===== src/rtl/ifid_instr_buffer_pkg.sv =====
// Shared types and constants for the IF->ID instruction buffer.
`default_nettype none

package ifid_instr_buffer_pkg;

  localparam logic [31:0] NOP      = 32'h0000_0000;
  localparam logic [31:0] PC_RESET = 32'h0000_3000;
  localparam logic [4:0]  EXC_ADEL = 5'd4;

  typedef struct packed {
    logic        exc;
    logic [31:0] pc;
    logic [31:0] instr;
  } ifid_entry_t;

  // AdEL on fetch: misaligned or outside the instruction memory window.
  function automatic logic pc_fault(input logic [31:0] pc,
                                    input logic [31:0] lo,
                                    input logic [31:0] hi);
    return (pc[1:0] != 2'b00) || (pc < lo) || (pc > hi);
  endfunction

endpackage

`default_nettype wire


===== src/rtl/ifid_queue_mem.sv =====
// DEPTH x 65-bit entry storage: one synchronous write port, one async read port.
`default_nettype none

module ifid_queue_mem
  import ifid_instr_buffer_pkg::*;
#(
  parameter int DEPTH = 2,
  localparam int AW   = $clog2(DEPTH)
) (
  input  logic          clk,
  input  logic          reset,
  input  logic          we_i,
  input  logic [AW-1:0] waddr_i,
  input  ifid_entry_t   wdata_i,
  input  logic [AW-1:0] raddr_i,
  output ifid_entry_t   rdata_o
);

  ifid_entry_t mem_q [DEPTH];

  always_ff @(posedge clk or posedge reset) begin
    if (reset) begin
      for (int i = 0; i < DEPTH; i++) begin
        mem_q[i] <= '0;
      end
    end else if (we_i) begin
      mem_q[waddr_i] <= wdata_i;
    end
  end

  assign rdata_o = mem_q[raddr_i];

endmodule

`default_nettype wire


===== src/rtl/ifid_instr_buffer.sv =====
// IF->ID pipeline boundary: 2-entry instruction queue with flush and AdEL tagging.
`default_nettype none

module ifid_instr_buffer
  import ifid_instr_buffer_pkg::*;
#(
  parameter int          DEPTH = 2,
  parameter logic [31:0] PC_LO = PC_RESET,
  parameter logic [31:0] PC_HI = 32'h0000_6FFC
) (
  input  logic        clk,
  input  logic        reset,
  input  logic        in_valid,
  input  logic [31:0] in_instr,
  input  logic [31:0] in_pc,
  output logic        in_ready,
  input  logic        flush,
  input  logic        out_ready,
  output logic        out_valid,
  output logic [31:0] out_instr,
  output logic [31:0] out_pc,
  output logic [31:0] out_pc8,
  output logic        out_exc,
  output logic [4:0]  out_exccode
);

  localparam int AW = $clog2(DEPTH);

  typedef logic [AW-1:0] ptr_t;
  typedef logic [AW:0]   cnt_t;

  localparam cnt_t CNT_FULL = cnt_t'(DEPTH);

  ptr_t wr_ptr_q, wr_ptr_d;
  ptr_t rd_ptr_q, rd_ptr_d;
  cnt_t count_q,  count_d;

  logic        push;
  logic        pop;
  logic        in_fault;
  ifid_entry_t wr_entry;
  ifid_entry_t head;

  assign in_ready  = (count_q != CNT_FULL);
  assign out_valid = (count_q != '0);
  assign push      = in_valid & in_ready & ~flush;
  assign pop       = out_valid & out_ready & ~flush;

  // A faulted fetch keeps its pc for EPC but never hands a word to decode.
  assign in_fault       = pc_fault(in_pc, PC_LO, PC_HI);
  assign wr_entry.exc   = in_fault;
  assign wr_entry.pc    = in_pc;
  assign wr_entry.instr = in_fault ? NOP : in_instr;

  always_comb begin
    wr_ptr_d = wr_ptr_q;
    rd_ptr_d = rd_ptr_q;
    count_d  = count_q;
    if (flush) begin
      wr_ptr_d = '0;
      rd_ptr_d = '0;
      count_d  = '0;
    end else begin
      if (push) wr_ptr_d = wr_ptr_q + ptr_t'(1);
      if (pop)  rd_ptr_d = rd_ptr_q + ptr_t'(1);
      case ({push, pop})
        2'b10:   count_d = count_q + cnt_t'(1);
        2'b01:   count_d = count_q - cnt_t'(1);
        default: count_d = count_q;
      endcase
    end
  end

  always_ff @(posedge clk or posedge reset) begin
    if (reset) begin
      wr_ptr_q <= '0;
      rd_ptr_q <= '0;
      count_q  <= '0;
    end else begin
      wr_ptr_q <= wr_ptr_d;
      rd_ptr_q <= rd_ptr_d;
      count_q  <= count_d;
    end
  end

  ifid_queue_mem #(
    .DEPTH (DEPTH)
  ) u_mem (
    .clk     (clk),
    .reset   (reset),
    .we_i    (push),
    .waddr_i (wr_ptr_q),
    .wdata_i (wr_entry),
    .raddr_i (rd_ptr_q),
    .rdata_o (head)
  );

  assign out_instr   = out_valid ? head.instr : NOP;
  assign out_pc      = out_valid ? head.pc : 32'h0;
  assign out_pc8     = out_valid ? (head.pc + 32'd8) : 32'h0;
  assign out_exc     = out_valid & head.exc;
  assign out_exccode = out_exc ? EXC_ADEL : 5'd0;

endmodule

`default_nettype wire


===== config.mk =====
export PLATFORM = sky130hd
export DESIGN_NAME = ifid_instr_buffer
export DESIGN_NICKNAME = d
export VERILOG_FILES = /design/src/rtl/ifid_instr_buffer_pkg.sv /design/src/rtl/ifid_queue_mem.sv /design/src/rtl/ifid_instr_buffer.sv
export SDC_FILE = /design/constraint.sdc
export NUM_CORES = 1
export LEC_CHECK = 0
export CORE_UTILIZATION = 45
export DETAILED_ROUTE_END_ITERATION = 7
export PLACE_DENSITY = 0.83
export SYNTH_ARGS = -nofsm -noshare
export SYNTH_HDL_FRONTEND = slang
export SYNTH_SLANG_ARGS = --single-unit

===== constraint.sdc =====
create_clock -name clk -period 7 [get_ports clk]
set_input_delay 0.7 -clock clk [delete_from_list [all_inputs] [get_ports clk]]
set_output_delay 0.7 -clock clk [all_outputs]
set_load 0.01 [all_outputs]

# Word level (Yosys, flattened, before mapping)
# Cells that the tools add are included.
# totals
register_bits	134
latchBits	0
mem_bits_rw	0
romBits	0
input_bits	69
out_inout_bits	104
wordCells	55
mem_count	0
# classes
add_sub_neg	5
multipliers	0
div	0
n_lt_le_gt_ge	5
n_eq_ne	3
shift	0
mux	17
n_bitwise	8
n_reduce_logical	8
# op_table
operator	count
$mux 65	4
$bwmux 130	1
$mux 32	4
$demux 65 s1	1
$add 32x4->32 const B	1
$gt 32x15->1 const B	1
$lt 32x14->1 const B	1
$reduce_bool 2->1	4
$and 1x1->1	5
$ge 2x2->1 const B	2
$mux 1	4
$not 1->2	2
$pmux 2 s2	1
$mux 3	1
$reduce_bool 3->1	1
$add 1x1->1 const B	2
$add 2x1->2 const B	1
$eq 2x1->1 const B	1
$eq 2x2->1 const B	1
$logic_or 1x1->1	2
$lt 2x1->1 const B	1
$mux 2	1
$ne 2x2->1 const B	1
$sub 2x1->2 const B	1
2 further kinds	2

# Depth between registers and ports, before layout
# Gate-level depths: netlist (run 1).
# depth
depth_word	6
ltp_mapped	12
mapped_depth_nobuf	7

# Cells and area by module
# Synthesis (run 1) repeated with hierarchy kept, for this count alone.
# hier_totals
hier_cells	629
hier_area_um2	7408.4
# by_module_without_submodules
module	instances	cells_each	area_per_inst_um2	seq_area_each_um2
ifid_queue_mem	1	349	5649.2	3253.1
ifid_instr_buffer	1	280	1759.2	100.1

# Least setup slack after synthesis (run 1)
# Ideal clock, no wire load.
# synth_timing
kind	reg2out
from	register rd_ptr_q
to	output port out_pc8[25]
t_arrival_ns	2.559
t_required_ns	6.300
slack_ns	3.741
path_stages_with_launch	13
path_cell_list	dfrtp_1 -> buf_6 -> buf_8 -> buf_8 -> buf_4 -> buf_2 -> mux2_2 -> ha_1 -> nand4b_1 -> nand2_1 -> nand2_1 -> o31a_1 -> nor3_1
# synth_via
elab_chain_cells	6
# synth_lines
element	line	source
start: declaration	ifid_instr_buffer.sv:35	ptr_t rd_ptr_q, rd_ptr_d;
start signal: assignment	ifid_instr_buffer.sv:81	rd_ptr_q <= rd_ptr_d;
$not 1->2 (not written as such)	ifid_queue_mem.sv:31	assign rdata_o = mem_q[raddr_i];
$mux 65 (not written as such) (3 in a row)	ifid_queue_mem.sv:31	
$add 32x4->32	ifid_instr_buffer.sv:100	assign out_pc8 = out_valid ? (head.pc + 32'd8) : 32'h0;
$mux 32	ifid_instr_buffer.sv:100	
end: declaration	ifid_instr_buffer.sv:22	output logic [31:0] out_pc8,
# Every way passes these cells. The select of a mux whose other input is x is not followed.

# Final worst setup path (run 1)
# Same ends and word-level chain as after synthesis.

==> impl_metrics.toml, run 1 <==
[outcome]
status = "completed"

[global_route]
track_usage_pct = 22.4
grt-ovfl-total = 0
grt_max_degree = 99
grt_pass1_vias = 5493
grt_pass1_wl_um = 28300
antenna_found_initial = 0

[drt]
drc = 0
drtPass1Iterations = 7
drtIter0Drc = 385
drtAntennaViolNets = 0
wl_per_cell_um = 16.4
wirelength_um = 17300
vias_per_cell = 5.39
dr_total_vias = 5694

[power]
pwr-share-comb_pct = 22.9
ir_worst_vdd_mv = 0.186
p_switching_uw = 688
internal_power_uw = 1770
total_leakage_power_uw = 0.00369
power_frac_seq_pct = 40.5
powerDensity_mw_per_mm2 = 263
p_sw_share_pct = 28.0
p_total_uw = 2450
p_clk_share_pct = 36.6

[sta]
fmax_mhz = 239
post-route-period-util_pct = 59.7
rsz0062_at_grt = "false"
hold_ws_ns = 0.478
worst_pin_slew_ns = 1.10
postLayoutSetupSlackWorst_ns = 2.82
finClkSkew_ns = 0.00905
setup_tns_ns = 0
final_max_slew_viol_count = 0
hold_viol = 0
post-route-min-period_ns = 4.18
slew_headroom_pct = 26.5
setup_viol = 0

[yosys]
synth_area_sq_mm = 0.00703
avgSynthCellArea_sq_um = 9.82
synthArstFlopShare_pct = 100
synth_cells = 716
synth_edf_count = 0
yosysSeqAreaShare_pct = 47.7
synth_ff_type = "dfrtp_1"
yosys.area.top_type = "dfrtp_1"
yosys_register_bits = 134
netlist_top_cells_area = "dfrtp_1, mux2_2, mux2i_1"
synth_top_area_share_pct = 47.7
synth_cell_types = 49
yosysWarnings = 0

[cells_and_area]
diodes = 0
seq_area_sq_mm = 0.00336
finalNonFillerCells = 1057
fill_cells = 1289
final_nets = 929
drive_gt1_share_pct = 12.9
multi_input_area_sq_mm = 0.00342
areaGrowthSynthToFinish_pct = 32.8

[cts]
clkSlewWorstSetupHoldPaths_ns = 0.06
clkLatencyLatePin_ns = 0.41
clockBufferDepth = 2
cts_sinks = 134
postCtsHoldBufs = 0
cts_tree = "done"
cts_buffers = 17
cts_setup_buffers = 0
ctsRootBufferMaster = "clkbuf_16"
h-tree-depth = 4
cts_resized = 0

[floorplan]
ios = 173
rows = 45
dieArea_sq_mm = 0.0161
die_w_um = 127
die_h_um = 127
start_util_pct = 46.2
core_area_sq_mm = 0.0152

[worst_setup_path]
critPathMaxFanout = 54
crit_chain = "mux2_2 -> ha_1 -> nand4_1 -> nand2_1 -> nand2_1 -> o31a_1 -> nor3_1 -> clkdlybuf4s50_1"
crit_type = "reg2out"
critPathRequiredTime_ns = 6.30
cpMostUsedCell = "nand2_1"
critical_path.startpoint = "rd_ptr_q"
r2r_slack_ns = 4.73
crit_arrival_ns = 3.48
critPathCaptureType = "output pin"
max_stage_delay_ns = 0.88
cp-start-kind = "register"
r2r-start = "count_q[0]"
cp_slowest_cell = "dfrtp_4"

[min_path]
hp-class = "reg2reg"
hold_start = "u_mem.mem_q[13]"

[placement]
place_congestion = 0.966
place_ws_ns = 3.27
hpwlAfterDp_um = 11500
dpl.cell_count = 1028
io_buffers = 168

[run]
max_cap_viol_count = 0
[registers in the layout, summed over array words and instances, names as in the netlist]
register	cells
u_mem.mem_q	130
wr_ptr_q	1
count_q	2
rd_ptr_q	1
[power groups by stage]
stage / Combinational [uW] / Sequential [uW] / Clock, uW
floorplan: 371 / 962 / 0
global placement: 554 / 996 / 0
detailed placement: 562 / 1000 / 0
CTS: 567 / 992 / 912
global route: 613 / 1010 / 949
finish: 563 / 994 / 897
[final timing paths]
kind                            cells past startpoint          endpoint
worst max-delay path                                8       out_pc8[25]
min in group asynchronous                           2   u_mem.mem_q[71]
worst min-delay path                                2   u_mem.mem_q[13]
worst max register to register                      4  u_mem.mem_q[110]
max in group asynchronous                           3          rd_ptr_q
worst min register to register                      2   u_mem.mem_q[13]
[cells by family (layout without fill, tap and decap cells)]
family          count (synthesis)  count (layout)  share of synthesized area (%)
compound gates                108             108                           8.95
fa+ha+maj                       1               1                          0.178
simple gates                  277             277                           17.9
other cells                     1               4                         0.0533
flops                         134             134                           47.7
xor+xnor                       11              11                           1.37
buf+inv                        54             204                           4.08
mux                           130             130                           19.8
[per-stage QoR]
stage	utilization, %	cell area, sq um
final	61.4	9340
after global routing	61.4	9340
after CTS	61.4	9340
after detailed placement	57.5	8740
after global placement	57.5	8740
after floorplan	-	7040
[area by class of cell]
cell class,instances,area share [%]
inverters,2,0.107
well taps,188,2.52
multi-input cells,531,36.6
clock inverters,8,1.34
repair buffers,173,18.4
clock buffers,21,5.04
flip-flops and latches,134,36.0
[critical path: cells and delay by family, from the launching register on]
kind,cells,cell delay (ns)
flops,1,0.88
compound gates,1,0.36
fa+ha+maj,1,0.21
mux,1,0.31
buf+inv,1,0.56
simple gates,4,0.72
[synth_stat cells (all sizes together) (2+ instances only)]
master,n
a211oi,3
a21oi,10
a31oi,4
and2,5
buf,24
clkbuf,28
dfrtp,134
inv,2
mux2,68
mux2i,62
nand2,129
nand2b,4
nand3,16
nand3b,3
nand4,8
nand4b,6
nor2,81
nor2b,4
nor3,10
nor4,7
o21ai,76
o31a,3
o31ai,6
or3,2
xnor2,7
xor2,4
[layer usage]
metal | global-route usage [%] | wire (um) | vias to the layer above
met5 | 0 | 0 | -
met4 | 6.44 | 235 | 0
met3 | 5.99 | 1290 | 24
met2 | 36.4 | 8150 | 231
met1 | 29.6 | 7630 | 2690
li1 | - | - | 2749
[cell usage in the layout (no fill, tap or decap), types with 14 or more instances in the layout]
cell	n
clkdlybuf4s50_1	168
clkbuf_16	17
o21ai_0	54
dfrtp_1	133
nand3_1	14
mux2i_1	61
o21ai_1	22
nand2_1	129
mux2_2	62
nor2_1	80
(Power assumes the default switching activity.)
==> run 2, diff against run 1 <==
--- a/config.mk
+++ b/config.mk
@@ -7,7 +7,7 @@
 export LEC_CHECK = 0
 export CORE_UTILIZATION = 45
 export DETAILED_ROUTE_END_ITERATION = 7
-export PLACE_DENSITY = 0.83
+export PLACE_DENSITY = 0.86
 export SYNTH_ARGS = -nofsm -noshare
 export SYNTH_HDL_FRONTEND = slang
 export SYNTH_SLANG_ARGS = --single-unit
==> constraint.sdc (replaced) <==
create_clock -name clk -period 3.7 [get_ports clk]
set_input_delay 0.37 -clock clk [delete_from_list [all_inputs] [get_ports clk]]
set_output_delay 0.37 -clock clk [all_outputs]
set_load 0.01 [all_outputs]
==> impl_metrics.toml, run 2 (same netlist as run 1, synthesis figures left out) <==
[drt]
wirelength_um = 17600
drtAntennaViolNets = 0
dr_total_vias = 5786
drc = 0
drtIter0Drc = 386
wl_per_cell_um = 16.5
vias_per_cell = 5.41
drtPass1Iterations = 5

[cells_and_area]
fill_cells = 1237
reg_top3 = "u_mem.mem_q x130, count_q x2"
multi_input_area_sq_mm = 0.00343
final_common_cell = "clkdlybuf4s50_1"
final_nets = 939
largest_reg_flops = 130
finalNonFillerCells = 1069
drive_gt1_share_pct = 14.2
seq_area_sq_mm = 0.00336
regMostFlops = "u_mem.mem_q"
final_util_pct = 62.3
diodes = 0
areaGrowthSynthToFinish_pct = 34.8
final_cell_mix = "clkdlybuf4s50_1, dfrtp_1, nand2_1"

[worst_setup_path]
r2r_cells = 4
rr_endpoint = "u_mem.mem_q[120]"
critPathMaxFanout = 20
crit_chain = "buf_16 -> nand4b_1 -> a211oi_4 -> nand3_4 -> nor3_1 -> mux2_1 -> clkdlybuf4s50_1"
critPathBufInv = 2
max_stage_delay_ns = 0.58
cp_slowest_cell = "dfrtp_4"
r2r_slack_ns = 1.45
critPathTopFamily = "simple AND/OR/NAND/NOR gates"
critPathRequiredTime_ns = 3.33
r2r-start = "count_q[0]"
critPathCaptureType = "output pin"
crit_type = "reg2out"
crit_arrival_ns = 3.25
cp-start-kind = "register"

[outcome]
status = "completed"

[power]
pwr-share-comb_pct = 23.7
p_clk_share_pct = 36.8
p_switching_uw = 1350
power_frac_seq_pct = 39.5
internal_power_uw = 3380
p_total_uw = 4730
p_sw_share_pct = 28.6
total_leakage_power_uw = 0.00376
ir_worst_vdd_mv = 0.258
powerDensity_mw_per_mm2 = 499

[sta]
setup_tns_ns = 0
hold_viol = 0
fmax_mhz = 276
finClkSkew_ns = 0.00898
slew_headroom_pct = 26.9
final_max_slew_viol_count = 0
setup_viol = 0
worst_pin_slew_ns = 1.10
post-route-period-util_pct = 97.9
hold_ws_ns = 0.388
post-route-min-period_ns = 3.62
rsz0062_at_grt = "false"

[placement]
dpl.cell_count = 1035
hpwlAfterDp_um = 12100
io_buffers = 168
place_congestion = 0.945

[cts]
cts_tree = "done"
clkLatencyLatePin_ns = 0.42
clockBufferDepth = 2
ctsRootBufferMaster = "clkbuf_16"
postCtsHoldBufs = 0
cts_sinks = 134
clkSlewWorstSetupHoldPaths_ns = 0.06
h-tree-depth = 4
cts_buffers = 17

[global_route]
grt-ovfl-total = 0
antenna_found_initial = 0
grt_max_degree = 99
grt_pass1_vias = 5624
track_usage_pct = 22.4
grt_pass1_wl_um = 28200

[min_path]
hp-class = "in2async"

[floorplan]
die_h_um = 127
rows = 45
core_area_sq_mm = 0.0152
start_util_pct = 46.2
die_w_um = 127
dieArea_sq_mm = 0.0161
ios = 173

[run]
max_cap_viol_count = 0
==> run 2: layer usage <==
metal / up-vias / GRT usage [%] / part of all wire (%)
met5: - / 0 / 0
met4: 0 / 7.28 / 1.2
met3: 18 / 5.70 / 8.7
met2: 278 / 38.1 / 48
met1: 2717 / 27.8 / 42
li1: 2773 / - / -
==> run 2: power groups by stage <==
stage,sequential [uW],combinational (uW),clock [uW]
detailed placement,1900,1090,0
global route,1890,1210,1830
finish,1870,1120,1740
global placement,1880,1060,0
floorplan,1820,702,0
CTS,1870,1110,1760
==> run 2: area by class of cell <==
class | count | share of cell area [%]
clock buffers | 18 | 4.53
inverters | 2 | 0.119
clock inverters | 13 | 1.93
flip-flops and latches | 134 | 35.4
well taps | 188 | 2.48
repair buffers | 183 | 19.3
multi-input cells | 531 | 36.2
==> run 2: metrics by stage <==
stage,setup WS (ns),cell area (sq um)
after floorplan,0.771,7040
after global placement,0.477,8810
after detailed placement,0.435,8810
after CTS,0.00470,9450
after global routing,0.0134,9480
final,0.0773,9480
==> run 2: worst reg2reg max path: cells and delay by family (launching register included) <==
| kind | cells | cell delay [ns] |
|---|---|---|
| AND/OR/NAND/NOR | 3 | 1.23 |
| multiplexers | 1 | 0.45 |
| flip-flops | 1 | 0.44 |
==> run 2: worst max path at each step <==
| stage | startpoint | endpoint | slack, ns | cells after the start |
|---|---|---|---|---|
| floorplan | rd_ptr_q | out_pc8[25] | 0.77 | 12 |
| global placement | rd_ptr_q | out_pc8[28] | 0.48 | 6 |
| detailed placement | rd_ptr_q | out_pc8[28] | 0.43 | 6 |
| CTS | rd_ptr_q | out_pc8[28] | 0.005 | 7 |
| global route | rd_ptr_q | out_pc8[18] | 0.01 | 7 |
| finish | rd_ptr_q | out_pc8[28] | 0.08 | 7 |
==> run 2: what timing repair did <==
| item | in CTS | in global routing |
|---|---|---|
| resized for setup | 0 | 2 |
| buffers inserted | 1 | 2 |
| pin swaps | 0 | 1 |
| hold endpoints to repair | 0 | 0 |
| setup endpoints to repair | 2 | 6 |
==> run 3, diff against run 2 <==
--- a/config.mk
+++ b/config.mk
@@ -7,6 +7,7 @@
 export LEC_CHECK = 0
 export CORE_UTILIZATION = 45
 export DETAILED_ROUTE_END_ITERATION = 7
+export GPL_ROUTABILITY_DRIVEN = 0
 export PLACE_DENSITY = 0.86
 export SYNTH_ARGS = -nofsm -noshare
 export SYNTH_HDL_FRONTEND = slang
==> constraint.sdc (replaced) <==
create_clock -name clk -period 3.7 [get_ports clk]
set_input_delay 0.37 -clock clk [delete_from_list [all_inputs] [get_ports clk]]
set_output_delay 0.37 -clock clk [all_outputs]
set_load 0.05 [all_outputs]
==> impl_metrics.toml, run 3 (same netlist as run 1, synthesis figures left out) <==
[outcome]
status = "completed"

[global_route]
antenna_found_initial = 0
track_usage_pct = 23.0
grt-ovfl-total = 0
grt_max_degree = 65
grt_pass1_wl_um = 28900
grt_pass1_vias = 5712

[drt]
vias_per_cell = 5.53
wl_per_cell_um = 16.8
drtAntennaViolNets = 0
dr_total_vias = 5893
drc = 0
drtIter0Drc = 427
drtPass1Iterations = 7
wirelength_um = 17900

[cts]
cts_buffers = 17
clockBufferDepth = 2
h-tree-depth = 4
cts_tree = "done"
cts_resized = 0
clkSlewWorstSetupHoldPaths_ns = 0.05
cts_setup_buffers = 0
clkLatencyLatePin_ns = 0.41
ctsRootBufferMaster = "clkbuf_16"
cts_sinks = 134
postCtsHoldBufs = 0

[worst_setup_path]
crit_chain = "buf_12 -> nand4b_1 -> a211oi_4 -> nand3_2 -> nor3_1 -> mux2_1 -> buf_4"
critPathCaptureType = "output pin"
max_stage_delay_ns = 0.66
crit_arrival_ns = 3.18
cp-start-kind = "register"
critPathRequiredTime_ns = 3.33
critPathMaxFanout = 28
cp_slowest_cell = "dfrtp_4"
crit_type = "reg2out"

[cells_and_area]
final_nets = 936
diodes = 0
drive_gt1_share_pct = 16.2
areaGrowthSynthToFinish_pct = 34.4
final_util_pct = 62.2
regMostFlops = "u_mem.mem_q"
largest_reg_flops = 130
final_common_cell = "clkdlybuf4s50_1"
final_cell_mix = "clkdlybuf4s50_1, dfrtp_1, nand2_1"
reg_top3 = "u_mem.mem_q x130, count_q x2"

[floorplan]
die_h_um = 127
core_area_sq_mm = 0.0152
dieArea_sq_mm = 0.0161
die_w_um = 127
start_util_pct = 46.2
rows = 45
ios = 173

[sta]
postLayoutSetupSlackWorst_ns = 0.148
worst_pin_slew_ns = 0.906
hold_ws_ns = 0.476
rsz0062_at_grt = "true"
post-route-min-period_ns = 3.55
hold_viol = 0
final_max_slew_viol_count = 0
slew_headroom_pct = 39.5
fmax_mhz = 282
setup_viol = 0
finClkSkew_ns = 0.0108
setup_tns_ns = 0
post-route-period-util_pct = 96.0

[power]
p_total_uw = 4930
ir_worst_vdd_mv = 0.319
powerDensity_mw_per_mm2 = 522
total_leakage_power_uw = 0.00379

[placement]
hpwlAfterDp_um = 12500
io_buffers = 168
place_ws_ns = 0.552

[min_path]
hp-class = "reg2reg"

[run]
max_cap_viol_count = 0
## run 3: final timing paths
kind,start,endpoint,slack (ns),depth (start not counted)
worst min-delay path,u_mem.mem_q[25],u_mem.mem_q[25],0.48,2
min in group asynchronous,reset,u_mem.mem_q[72],0.49,2
worst max-delay path,rd_ptr_q,out_pc8[28],0.15,7
max in group asynchronous,reset,u_mem.mem_q[43],2.43,3
worst min register to register,u_mem.mem_q[25],u_mem.mem_q[25],0.48,2
worst max register to register,count_q[0],u_mem.mem_q[79],1.47,6
## run 3: through the flow
step / cells / instance area (sq um)
6_report: 1066 / 9450
5_1_grt: 1066 / 9450
4_1_cts: 1065 / 9430
3_5_place_dp: 1034 / 8860
3_3_place_gp: 1034 / 8860
2_1_floorplan: 719 / 7050
## run 3: cell type report
class	count	area (sq um)
repair buffers	180	1860
multi-input cells	531	3420
clock buffers	21	460
fillers	1246	5750
inverters	2	11.3
flip-flops and latches	134	3360
well taps	188	235
clock inverters	10	105
## run 3: critical path: cells and delay by family (launching register included)
family / cells / cell delay [ns]
mux: 1 / 0.37
flops: 1 / 0.66
simple gates: 3 / 0.89
compound gates: 1 / 0.40
buf+inv: 2 / 0.44
## run 3: power by group
group,switching [uW],internal [uW]
registers,197,1680
logic,863,589
clock network,588,1010
## run 3: per-layer routing
metal / GRT usage (%) / wire [um]
met5: 0 / 0
met4: 7.42 / 325
met3: 5.99 / 1150
met2: 38.4 / 8720
met1: 29.2 / 7670
